### src/rtl/cpu_pkg.sv
// Shared CPU definitions: register-file geometry and the write-back request payload.
package cpu_pkg;
   localparam int REG_ADDR_W = 5;
   localparam int DATA_W     = 32;
   localparam int NUM_REGS   = 1 << REG_ADDR_W;

   typedef struct packed {
      logic [REG_ADDR_W-1:0] addr;
      logic [DATA_W-1:0]     data;
   } wb_req_t;
endpackage

### src/rtl/gpr_wb_ctrl_if.sv
// Bundle of pipeline, MDU, issue and register-file signals around the write-back controller.
interface gpr_wb_ctrl_if;
   import cpu_pkg::*;

   logic                  W_Valid;
   logic [REG_ADDR_W-1:0] W_Addr;
   logic [DATA_W-1:0]     W_Data;
   logic                  Md_Valid;
   logic [REG_ADDR_W-1:0] Md_Addr;
   logic [DATA_W-1:0]     Md_Data;
   logic                  Md_Ready;
   logic                  Iss_Valid;
   logic [REG_ADDR_W-1:0] Iss_Addr;
   logic                  We;
   logic [REG_ADDR_W-1:0] A3;
   logic [DATA_W-1:0]     WD;
   logic [NUM_REGS-1:0]   Busy;
   logic                  Stall;

   modport master (
      output W_Valid, W_Addr, W_Data, Md_Valid, Md_Addr, Md_Data, Iss_Valid, Iss_Addr,
      input  Md_Ready, We, A3, WD, Busy, Stall
   );

   modport slave (
      input  W_Valid, W_Addr, W_Data, Md_Valid, Md_Addr, Md_Data, Iss_Valid, Iss_Addr,
      output Md_Ready, We, A3, WD, Busy, Stall
   );
endinterface

### src/rtl/wb_fifo.sv
// In-order FIFO buffering MDU results; head is visible combinationally, pointers wrap mod DEPTH.
module wb_fifo
   import cpu_pkg::*;
#(
   parameter int  DEPTH = 2,
   parameter type T     = wb_req_t
) (
   input  logic Clk,
   input  logic Rst,
   input  logic push,
   input  T     push_data,
   input  logic pop,
   output T     head,
   output logic full,
   output logic empty
);
   localparam int PTR_W = $clog2(DEPTH);

   T                 mem [DEPTH];
   logic [PTR_W-1:0] wr_ptr_reg;
   logic [PTR_W-1:0] rd_ptr_reg;
   logic [PTR_W:0]   count_reg;
   logic             do_push;
   logic             do_pop;

   assign full    = (count_reg == (PTR_W+1)'(DEPTH));
   assign empty   = (count_reg == '0);
   assign do_push = push && !full;
   assign do_pop  = pop && !empty;
   assign head    = mem[rd_ptr_reg];

   // Storage carries no reset; stale entries are unreachable once the pointers clear.
   always_ff @(posedge Clk) begin
      if (do_push)
         mem[wr_ptr_reg] <= push_data;
   end

   always_ff @(posedge Clk or negedge Rst) begin
      if (!Rst) begin
         wr_ptr_reg <= '0;
         rd_ptr_reg <= '0;
         count_reg  <= '0;
      end else begin
         if (do_push)
            wr_ptr_reg <= wr_ptr_reg + PTR_W'(1);
         if (do_pop)
            rd_ptr_reg <= rd_ptr_reg + PTR_W'(1);
         case ({do_push, do_pop})
            2'b10:   count_reg <= count_reg + (PTR_W+1)'(1);
            2'b01:   count_reg <= count_reg - (PTR_W+1)'(1);
            default: count_reg <= count_reg;
         endcase
      end
   end
endmodule

### src/rtl/gpr_wb_ctrl.sv
// Register-file write-back arbiter: pipeline writes beat queued MDU results, plus busy scoreboard
// and starvation stall. Define GPR_WB_TRACE_EN to print each register write.
module gpr_wb_ctrl
   import cpu_pkg::*;
#(
   parameter int MD_DEPTH   = 2,
   parameter int STARVE_MAX = 4
) (
   input logic         Clk,
   input logic         Rst,
   gpr_wb_ctrl_if.slave bus
);
   localparam int CNT_W = $clog2(STARVE_MAX + 1);

   wb_req_t               w_req;
   wb_req_t               md_req;
   wb_req_t               head;
   wb_req_t               sel_req;
   logic                  fifo_full;
   logic                  fifo_empty;
   logic                  push;
   logic                  pop;
   logic                  sel_valid;
   logic                  sel_we;
   logic                  stall;
   logic [CNT_W-1:0]      starve_reg;
   logic [CNT_W-1:0]      starve_next;
   logic [NUM_REGS-1:0]   busy_reg;
   logic [NUM_REGS-1:0]   busy_next;
   logic                  we_reg;
   logic [REG_ADDR_W-1:0] a3_reg;
   logic [DATA_W-1:0]     wd_reg;

   assign w_req  = '{addr: bus.W_Addr, data: bus.W_Data};
   assign md_req = '{addr: bus.Md_Addr, data: bus.Md_Data};

   // Ready is held low throughout reset so no push can land in a FIFO being cleared.
   assign bus.Md_Ready = Rst && !fifo_full;
   assign push         = bus.Md_Valid && bus.Md_Ready;
   assign pop          = !bus.W_Valid && !fifo_empty;
   assign sel_valid    = bus.W_Valid || !fifo_empty;
   assign sel_req      = bus.W_Valid ? w_req : head;
   assign sel_we       = sel_valid && (sel_req.addr != '0);

   wb_fifo #(
      .DEPTH (MD_DEPTH),
      .T     (wb_req_t)
   ) u_fifo (
      .Clk       (Clk),
      .Rst       (Rst),
      .push      (push),
      .push_data (md_req),
      .pop       (pop),
      .head      (head),
      .full      (fifo_full),
      .empty     (fifo_empty)
   );

   // Per-register scoreboard: a new issue outranks a retiring write to the same register.
   for (genvar gi = 0; gi < NUM_REGS; gi++) begin : g_busy
      if (gi == 0) begin : g_zero
         assign busy_next[gi] = 1'b0;
      end else begin : g_reg
         assign busy_next[gi] =
            (bus.Iss_Valid && (bus.Iss_Addr == REG_ADDR_W'(gi))) ||
            (busy_reg[gi] && !(sel_valid && (sel_req.addr == REG_ADDR_W'(gi))));
      end
   end

   assign stall = (starve_reg >= CNT_W'(STARVE_MAX));

   always_comb begin
      starve_next = '0;
      if (bus.W_Valid && !fifo_empty)
         starve_next = stall ? starve_reg : starve_reg + CNT_W'(1);
   end

   always_ff @(posedge Clk or negedge Rst) begin
      if (!Rst) begin
         we_reg     <= 1'b0;
         a3_reg     <= '0;
         wd_reg     <= '0;
         busy_reg   <= '0;
         starve_reg <= '0;
      end else begin
         we_reg     <= sel_we;
         busy_reg   <= busy_next;
         starve_reg <= starve_next;
         if (sel_valid) begin
            a3_reg <= sel_req.addr;
            wd_reg <= sel_req.data;
         end
      end
   end

   assign bus.We    = we_reg;
   assign bus.A3    = a3_reg;
   assign bus.WD    = wd_reg;
   assign bus.Busy  = busy_reg;
   assign bus.Stall = stall;

`ifdef GPR_WB_TRACE_EN
   always @(posedge Clk) begin
      if (Rst && sel_we)
         $display("$%0d = %h", sel_req.addr, sel_req.data);
   end
`endif
endmodule

### src/flat_wrapper.sv
// flat-port wrapper written by rule: the top's interface ports become plain ports
module gpr_wb_ctrl_flat import cpu_pkg::*;
#(
   parameter int MD_DEPTH   = 2,
   parameter int STARVE_MAX = 4
)
  (Clk, Rst, bus_W_Valid, bus_W_Addr, bus_W_Data, bus_Md_Valid, bus_Md_Addr, bus_Md_Data, bus_Iss_Valid, bus_Iss_Addr, bus_Md_Ready, bus_We, bus_A3, bus_WD, bus_Busy, bus_Stall);
  gpr_wb_ctrl_if bus_i ();
  input logic Clk;
  input logic Rst;
  input wire logic [$bits(bus_i.W_Valid)-1:0] bus_W_Valid;
  input wire logic [$bits(bus_i.W_Addr)-1:0] bus_W_Addr;
  input wire logic [$bits(bus_i.W_Data)-1:0] bus_W_Data;
  input wire logic [$bits(bus_i.Md_Valid)-1:0] bus_Md_Valid;
  input wire logic [$bits(bus_i.Md_Addr)-1:0] bus_Md_Addr;
  input wire logic [$bits(bus_i.Md_Data)-1:0] bus_Md_Data;
  input wire logic [$bits(bus_i.Iss_Valid)-1:0] bus_Iss_Valid;
  input wire logic [$bits(bus_i.Iss_Addr)-1:0] bus_Iss_Addr;
  output wire logic [$bits(bus_i.Md_Ready)-1:0] bus_Md_Ready;
  output wire logic [$bits(bus_i.We)-1:0] bus_We;
  output wire logic [$bits(bus_i.A3)-1:0] bus_A3;
  output wire logic [$bits(bus_i.WD)-1:0] bus_WD;
  output wire logic [$bits(bus_i.Busy)-1:0] bus_Busy;
  output wire logic [$bits(bus_i.Stall)-1:0] bus_Stall;
  assign bus_i.W_Valid = bus_W_Valid;
  assign bus_i.W_Addr = bus_W_Addr;
  assign bus_i.W_Data = bus_W_Data;
  assign bus_i.Md_Valid = bus_Md_Valid;
  assign bus_i.Md_Addr = bus_Md_Addr;
  assign bus_i.Md_Data = bus_Md_Data;
  assign bus_i.Iss_Valid = bus_Iss_Valid;
  assign bus_i.Iss_Addr = bus_Iss_Addr;
  assign bus_Md_Ready = bus_i.Md_Ready;
  assign bus_We = bus_i.We;
  assign bus_A3 = bus_i.A3;
  assign bus_WD = bus_i.WD;
  assign bus_Busy = bus_i.Busy;
  assign bus_Stall = bus_i.Stall;
  gpr_wb_ctrl #(.MD_DEPTH(MD_DEPTH), .STARVE_MAX(STARVE_MAX)) u_core (.Clk(Clk), .Rst(Rst), .bus(bus_i));
endmodule
### config.mk
export PLATFORM = sky130hd
export DESIGN_NAME = gpr_wb_ctrl_flat
export DESIGN_NICKNAME = d
export VERILOG_FILES = /design/src/rtl/cpu_pkg.sv /design/src/rtl/gpr_wb_ctrl_if.sv /design/src/rtl/wb_fifo.sv /design/src/rtl/gpr_wb_ctrl.sv /design/src/flat_wrapper.sv
export SDC_FILE = /design/constraint.sdc
export NUM_CORES = 1
export LEC_CHECK = 0
export CORE_ASPECT_RATIO = 0.7
export CORE_MARGIN = 4
export CORE_UTILIZATION = 53
export DETAILED_ROUTE_END_ITERATION = 7
export HOLD_SLACK_MARGIN = 0.1
export PLACE_DENSITY = 0.83
export SLEW_MARGIN = 10
export SYNTH_ARGS = -nofsm -noshare
export SYNTH_HDL_FRONTEND = slang
export SYNTH_SLANG_ARGS = --single-unit
export TNS_END_PERCENT = 10
### constraint.sdc
create_clock -name Clk -period 5.63 [get_ports Clk]
set_input_delay 1.126 -clock Clk [delete_from_list [all_inputs] [get_ports Clk]]
set_output_delay 1.126 -clock Clk [all_outputs]
set_load 0.01 [all_outputs]
==> results of run 1 <==
[area by class of cell]
class / instances / area [um^2]
well taps: 157 / 196
repair buffers: 158 / 1560
clock buffers: 18 / 429
clock inverters: 14 / 209
inverters: 16 / 60.1
multi-input cells: 352 / 2040
fillers: 755 / 3100
flip-flops and latches: 150 / 4130
[final timing paths]
| check | endpoint | cells after the start | slack [ns] | from |
|---|---|---|---|---|
| max in group asynchronous | u_core.u_fifo.rd_ptr_reg | 2 | 3.93 | Rst |
| hold reg to reg | u_core.bus.A3[4] | 2 | 0.48 | u_core.bus.A3[4] |
| setup / recovery | bus_Md_Ready | 3 | 2.30 | Rst |
| min in group asynchronous | u_core.bus.Busy[31] | 2 | 1.00 | Rst |
| setup reg to reg | u_core.bus.Busy[28] | 4 | 2.88 | u_core.u_fifo.rd_ptr_reg |
| hold / removal | u_core.bus.A3[4] | 2 | 0.48 | u_core.bus.A3[4] |
[routing by layer]
layer	vias up	global-route usage	part of all wire	wire (um)
met4	0	0.0947	0.024	387
li1	2256	-	-	-
met3	35	0.0643	0.065	1040
met5	-	0	0	0
met1	2345	0.301	0.42	6690
met2	191	0.375	0.49	7820
[stage by stage]
step	std cells	worst slack (ns)
after detailed placement	833	2.27
after CTS	865	2.27
final	865	2.30
after global routing	865	2.26
after floorplan	555	1.90
after global placement	833	2.23
[placed cells by master (no fill, tap or decap), types with 2 or more instances in the layout]
master and count:
o31ai_1 19, nor3_1 3, nor2_1 42, a21oi_1 34, buf_4 5, clkbuf_16 17, bufinv_16 5, o21ai_0 69
xor2_1 3, dfrtp_1 75, clkinv_1 2, nor2b_1 6, nor2_4 2, and3_1 2, clkinv_4 3, o211ai_1 12
o21ai_2 2, nand3_1 27, ha_1 3, edfxtp_1 74, clkinvlp_4 2, inv_1 16, mux2i_1 37, nor3_4 3
clkdlybuf4s50_1 152, nand2b_1 2, o21a_1 4, xnor2_1 3, nand2_1 69, clkinv_2 2
[where the power goes]
part | total, mW | leakage (nW) | switching, mW | internal, mW
Combinational | 1.05 | 1.53 | 0.536 | 0.511
Clock | 1.22 | 0.305 | 0.434 | 0.783
Sequential | 1.55 | 1.50 | 0.189 | 1.36
Total | 3.82 | 3.33 | 1.16 | 2.66
[logic make-up (layout without fill, tap and decap cells)]
group,Yosys count,in the layout,synth area share
muxes,38,38,0.0604
AOI/OAI and AO/OA,144,144,0.131
other,1,1,0.000588
and+or+nand+nor,160,160,0.111
DFF,150,150,0.646
adders and majority gates,3,3,0.00588
buffers and inverters,53,206,0.0359
xor gates and xnor gates,6,6,0.00824
[worst max-delay path, cell delays in order]
cell             delay (ns)
buf_4                  0.10
a21boi_0               0.36
clkdlybuf4s50_1        0.62
==> impl_metrics.csv, run 1 <==
group,metric,value,unit
job,maxCapViolations,0,
synthesis,synth_most_common_cell,"dfrtp_1",
placement,port_buffers,154,
floorplan,die_w,139,um
cts,ctsRootBufferMaster,"clkbuf_16",
floorplan,ios,156,
timing,relSlewSlack,0.217,
timing,finalHoldViolations,0,
synthesis,synthDistinctLibCells,35,
cts,clkTransAtPathRegs,0.06,ns
placement,dp_hpwl,10.7,mm
timing,min_period_over_period,0.592,
synthesis,yosysTopAreaCellShare,0.348,
setup_path,worstSetupStartpointType,"input port",
finish,drive_gt1_frac,0.0664,
setup_path,required,4.50,ns
cts,cts_tree,"built",
drt,drc,0,
finish,syn_to_final_growth,35.2,%
placement,place_area,0.00799,mm^2
floorplan,core_area,0.0117,mm^2
floorplan,fp-row-count,33,
drt,ant_nets,0,
global_routing,grt_pass1_wl,25.3,mm
timing,maxSlewViolCount,0,
global_routing,gr-usage-all-layers,0.232,
synthesis,synth_area,0.00638,mm^2
synthesis,synth_edf_count,74,
drt,dr.pass1.iters,5,
finish,nets,782,
setup_path,crit_fanout,3,
timing,skew,0.00841,ns
finish,largest-register,"u_core.u_fifo.mem",
global_routing,globalRouteOverflowTotal,0,
placement,globalplace.congestion,0.899,
drt,vias,4827,
timing,finalSetupViolCount,0,
timing,setup_tns,0,ns
cts,clk_latency,0.41,ns
synthesis,syn_area_per_cell,11.5,um^2
timing,fmax,0.300,GHz
drt,drtIter0Drc,332,
finish,largest_reg_flops,74,
timing,max_slew.worst_pin.slew,1.17,ns
cts,postCtsSetupRepairBufs,0,
cts,clockBufferDepth,2,
synthesis,synthTopCellsByCount,"dfrtp_1, edfxtp_1, nand2_1, o21ai_0, nor2_1",
synthesis,async_flop_share,0.507,
synthesis,synthFlopType,"dfrtp_1",
floorplan,design.die.area,0.0139,mm^2
drt,vias_per_cell,5.58,
global_routing,grt_pass1_vias,5013,
finish,fin_area,0.00863,mm^2
pwr,power_density,442,mW/mm^2
synthesis,yosysWarningCount,0,
finish,num_antenna_cells,0,
timing,timing.hold.ws,0.480,ns
global_routing,grt_start_max_net_pins,77,
setup_path,critPathCaptureType,"output pin",
cts,cts_hold_buf,0,
synthesis,synth_top_area_cell,"edfxtp_1",
run_status,outcome,"finished, final reports clean",
pwr,cellLeakagePower,3.33,nW
cts,numCtsBuffers,17,
cts,clock-sinks,150,
synthesis,synthesis.nets,642,
floorplan,die_h,99.8,um
pwr,ir_worst_vdd,0.362,mV
drt,wl_per_cell,18.4,um
timing,fin_crit,3.33,ns
timing,rsz0062_at_grt,"false",
min_path,hp-class,"flop to flop",
global_routing,antenna_found_initial,0,
pwr,power.total,3.82,mW
finish,final_util,0.736,
setup_path,cp.arrival,2.21,ns
synthesis,synth_seq_area_share,0.646,
setup_path,worstSetupPathType,"input port to output pin",
synthesis,syn-instance-count,555,
cts,cts_resized,0,
synthesis,synth.area.top_cells,"edfxtp_1, dfrtp_1, mux2i_1",
drt,routed_wl,15.9,mm
cts,htreeDepth,4,
floorplan,start_util,0.544,
synthesis,ys_ff_latch,150,
No activity file was read; power rests on OpenSTA's default activity.
==> run 2, diff against run 1 <==
--- a/config.mk
+++ b/config.mk
@@ -7,10 +7,10 @@
 export LEC_CHECK = 0
 export CORE_ASPECT_RATIO = 0.7
 export CORE_MARGIN = 4
-export CORE_UTILIZATION = 53
+export CORE_UTILIZATION = 45
 export DETAILED_ROUTE_END_ITERATION = 7
 export HOLD_SLACK_MARGIN = 0.1
-export PLACE_DENSITY = 0.83
+export PLACE_DENSITY = 0.75
 export SLEW_MARGIN = 10
 export SYNTH_ARGS = -nofsm -noshare
 export SYNTH_HDL_FRONTEND = slang
==> constraint.sdc (replaced) <==
create_clock -name Clk -period 2.7 [get_ports Clk]
set_input_delay 0.54 -clock Clk [delete_from_list [all_inputs] [get_ports Clk]]
set_output_delay 0.54 -clock Clk [all_outputs]
set_load 0.01 [all_outputs]
==> impl_metrics.csv, run 2 (synthesis gave the netlist of run 1 again) <==
group,metric,value,unit
timing,min_period_over_period,0.926,
drt,ant_nets,0,
drt,wl_per_cell,17.8,um
drt,vias,4853,
finish,layout_common_cells,"clkdlybuf4s50_1, dfrtp_1, edfxtp_1",
placement,globalplace.congestion,0.906,
placement,post-place-cells,874,
pwr,p_seq_frac,0.397,
finish,final_common_cell,"clkdlybuf4s50_1",
global_routing,grt_start_max_net_pins,65,
cts,clock-sinks,150,
pwr,p_comb_frac,0.299,
min_path,hp-class,"input port to asynchronous set/reset pin",
timing,maxSlewViolCount,0,
floorplan,design.die.area,0.0162,mm^2
cts,cts_resized,0,
floorplan,core_area,0.0139,mm^2
timing,setup_tns,0,ns
finish,largest_reg_flops,74,
setup_path,worstSetupStartpointType,"flop",
setup_path,crit_fanout,7,
pwr,p_int,5.32,mW
pwr,cellLeakagePower,3.36,nW
cts,numCtsBuffers,17,
floorplan,ios,156,
cts,cts_hold_buf,0,
timing,finalHoldViolations,0,
drt,drc,0,
global_routing,grt_pass1_vias,4968,
finish,nFillCells,1046,
finish,multi_input_area,0.00204,mm^2
finish,syn_to_final_growth,36.5,%
pwr,p_sw_frac,0.320,
job,maxCapViolations,0,
global_routing,antenna_found_initial,0,
finish,final_util,0.626,
drt,routed_wl,16.1,mm
floorplan,die_w,150,um
finish,seqCellArea,0.00413,mm^2
timing,finalSetupViolCount,0,
setup_path,required,2.16,ns
cts,cts_tree,"built",
floorplan,start_util,0.458,
global_routing,gr-usage-all-layers,0.201,
setup_path,cp.arrival,1.96,ns
finish,largest-register,"u_core.u_fifo.mem",
finish,num_antenna_cells,0,
cts,ctsRootBufferMaster,"clkbuf_16",
global_routing,grt_pass1_wl,25.4,mm
drt,dr.pass1.iters,5,
pwr,ir_worst_vdd,0.800,mV
timing,rsz0062_at_grt,"false",
floorplan,fp-row-count,36,
drt,drtIter0Drc,395,
timing,fin_crit,2.50,ns
finish,fin_area,0.00871,mm^2
floorplan,die_h,108,um
placement,dp_hpwl,11.0,mm
setup_path,critPathCaptureType,"output pin",
pwr,power_density,899,mW/mm^2
timing,fmax,0.400,GHz
pwr,switchingPower,2.50,mW
placement,place_area,0.00812,mm^2
cts,clockBufferDepth,2,
cts,htreeDepth,4,
cts,postCtsSetupRepairBufs,0,
drt,vias_per_cell,5.36,
finish,drive_gt1_frac,0.0796,
finish,nets,790,
timing,max_slew.worst_pin.slew,0.835,ns
placement,port_buffers,154,
finish,instances_no_fill,906,
timing,relSlewSlack,0.441,
pwr,p_clk_frac,0.304,
timing,skew,0.00968,ns
setup_path,worstSetupPathType,"flop to output pin",
run_status,outcome,"finished, final reports clean",
cts,clkTransAtPathRegs,0.06,ns
global_routing,globalRouteOverflowTotal,0,
cts,clk_latency,0.42,ns
## run 2: cell count changes in the layout (fill, tap and decap cells not counted), sizes merged
cell	delta
buf	+8
clkinvlp	-1
clkinv	-3
bufinv	-3
inv	+7
## run 2: worst paths after layout
| check | cells past startpoint | start | slack [ns] | endpoint |
|---|---|---|---|---|
| worst max register to register | 4 | u_core.u_fifo.count_reg[0] | 0.75 | u_core.u_fifo.mem[1][29] |
| worst min register to register | 2 | u_core.bus.A3[1] | 0.49 | u_core.bus.A3[1] |
| worst min-delay path | 2 | Rst | 0.20 | u_core.bus.WD[29] |
| max in group asynchronous | 3 | Rst | 1.46 | u_core.u_fifo.rd_ptr_reg |
| min in group Clk | 2 | u_core.bus.A3[1] | 0.49 | u_core.bus.A3[1] |
| worst max-delay path | 3 | u_core.u_fifo.count_reg[0] | 0.20 | bus_Md_Ready |
## run 2: final cells by class
class / instances / share of cell area
Inverter: 16 / 0.00689
Clock buffer: 18 / 0.0493
Timing Repair Buffer: 166 / 0.189
Multi-Input combinational cell: 352 / 0.235
Clock inverter: 14 / 0.0190
Sequential cell: 150 / 0.474
Tap cell: 190 / 0.0273
## run 2: power groups by stage
stage | sequential [mW] | clock [mW] | combinational, mW
floorplan | 3.17 | 0 | 1.31
global placement | 3.13 | 0 | 2.29
detailed placement | 3.15 | 0 | 2.36
CTS | 3.11 | 2.43 | 2.37
global route | 3.16 | 2.52 | 2.57
finish | 3.11 | 2.38 | 2.34
## run 2: routing by layer
metal / up-vias / track usage / wire, um
met5: - / 0 / 0
met4: 0 / 0.0627 / 267
met3: 26 / 0.0480 / 969
met2: 189 / 0.310 / 7620
met1: 2366 / 0.284 / 7230
li1: 2272 / - / -
## run 2: critical path, cell delays in order, from the launching register on
cell and delay, ns:
dfrtp_1 0.51, inv_1 0.06, a21boi_0 0.33, clkdlybuf4s50_1 0.64
## run 2: stage by stage
step	worst slack (ns)	hold WS (ns)	total power [mW]
after detailed placement	0.411	0.492	5.51
after global placement	0.445	0.476	5.42
after global routing	0.0437	0.220	8.25
final	0.200	0.198	7.83
after CTS	0.166	0.203	7.91
after floorplan	0.125	0.244	4.48
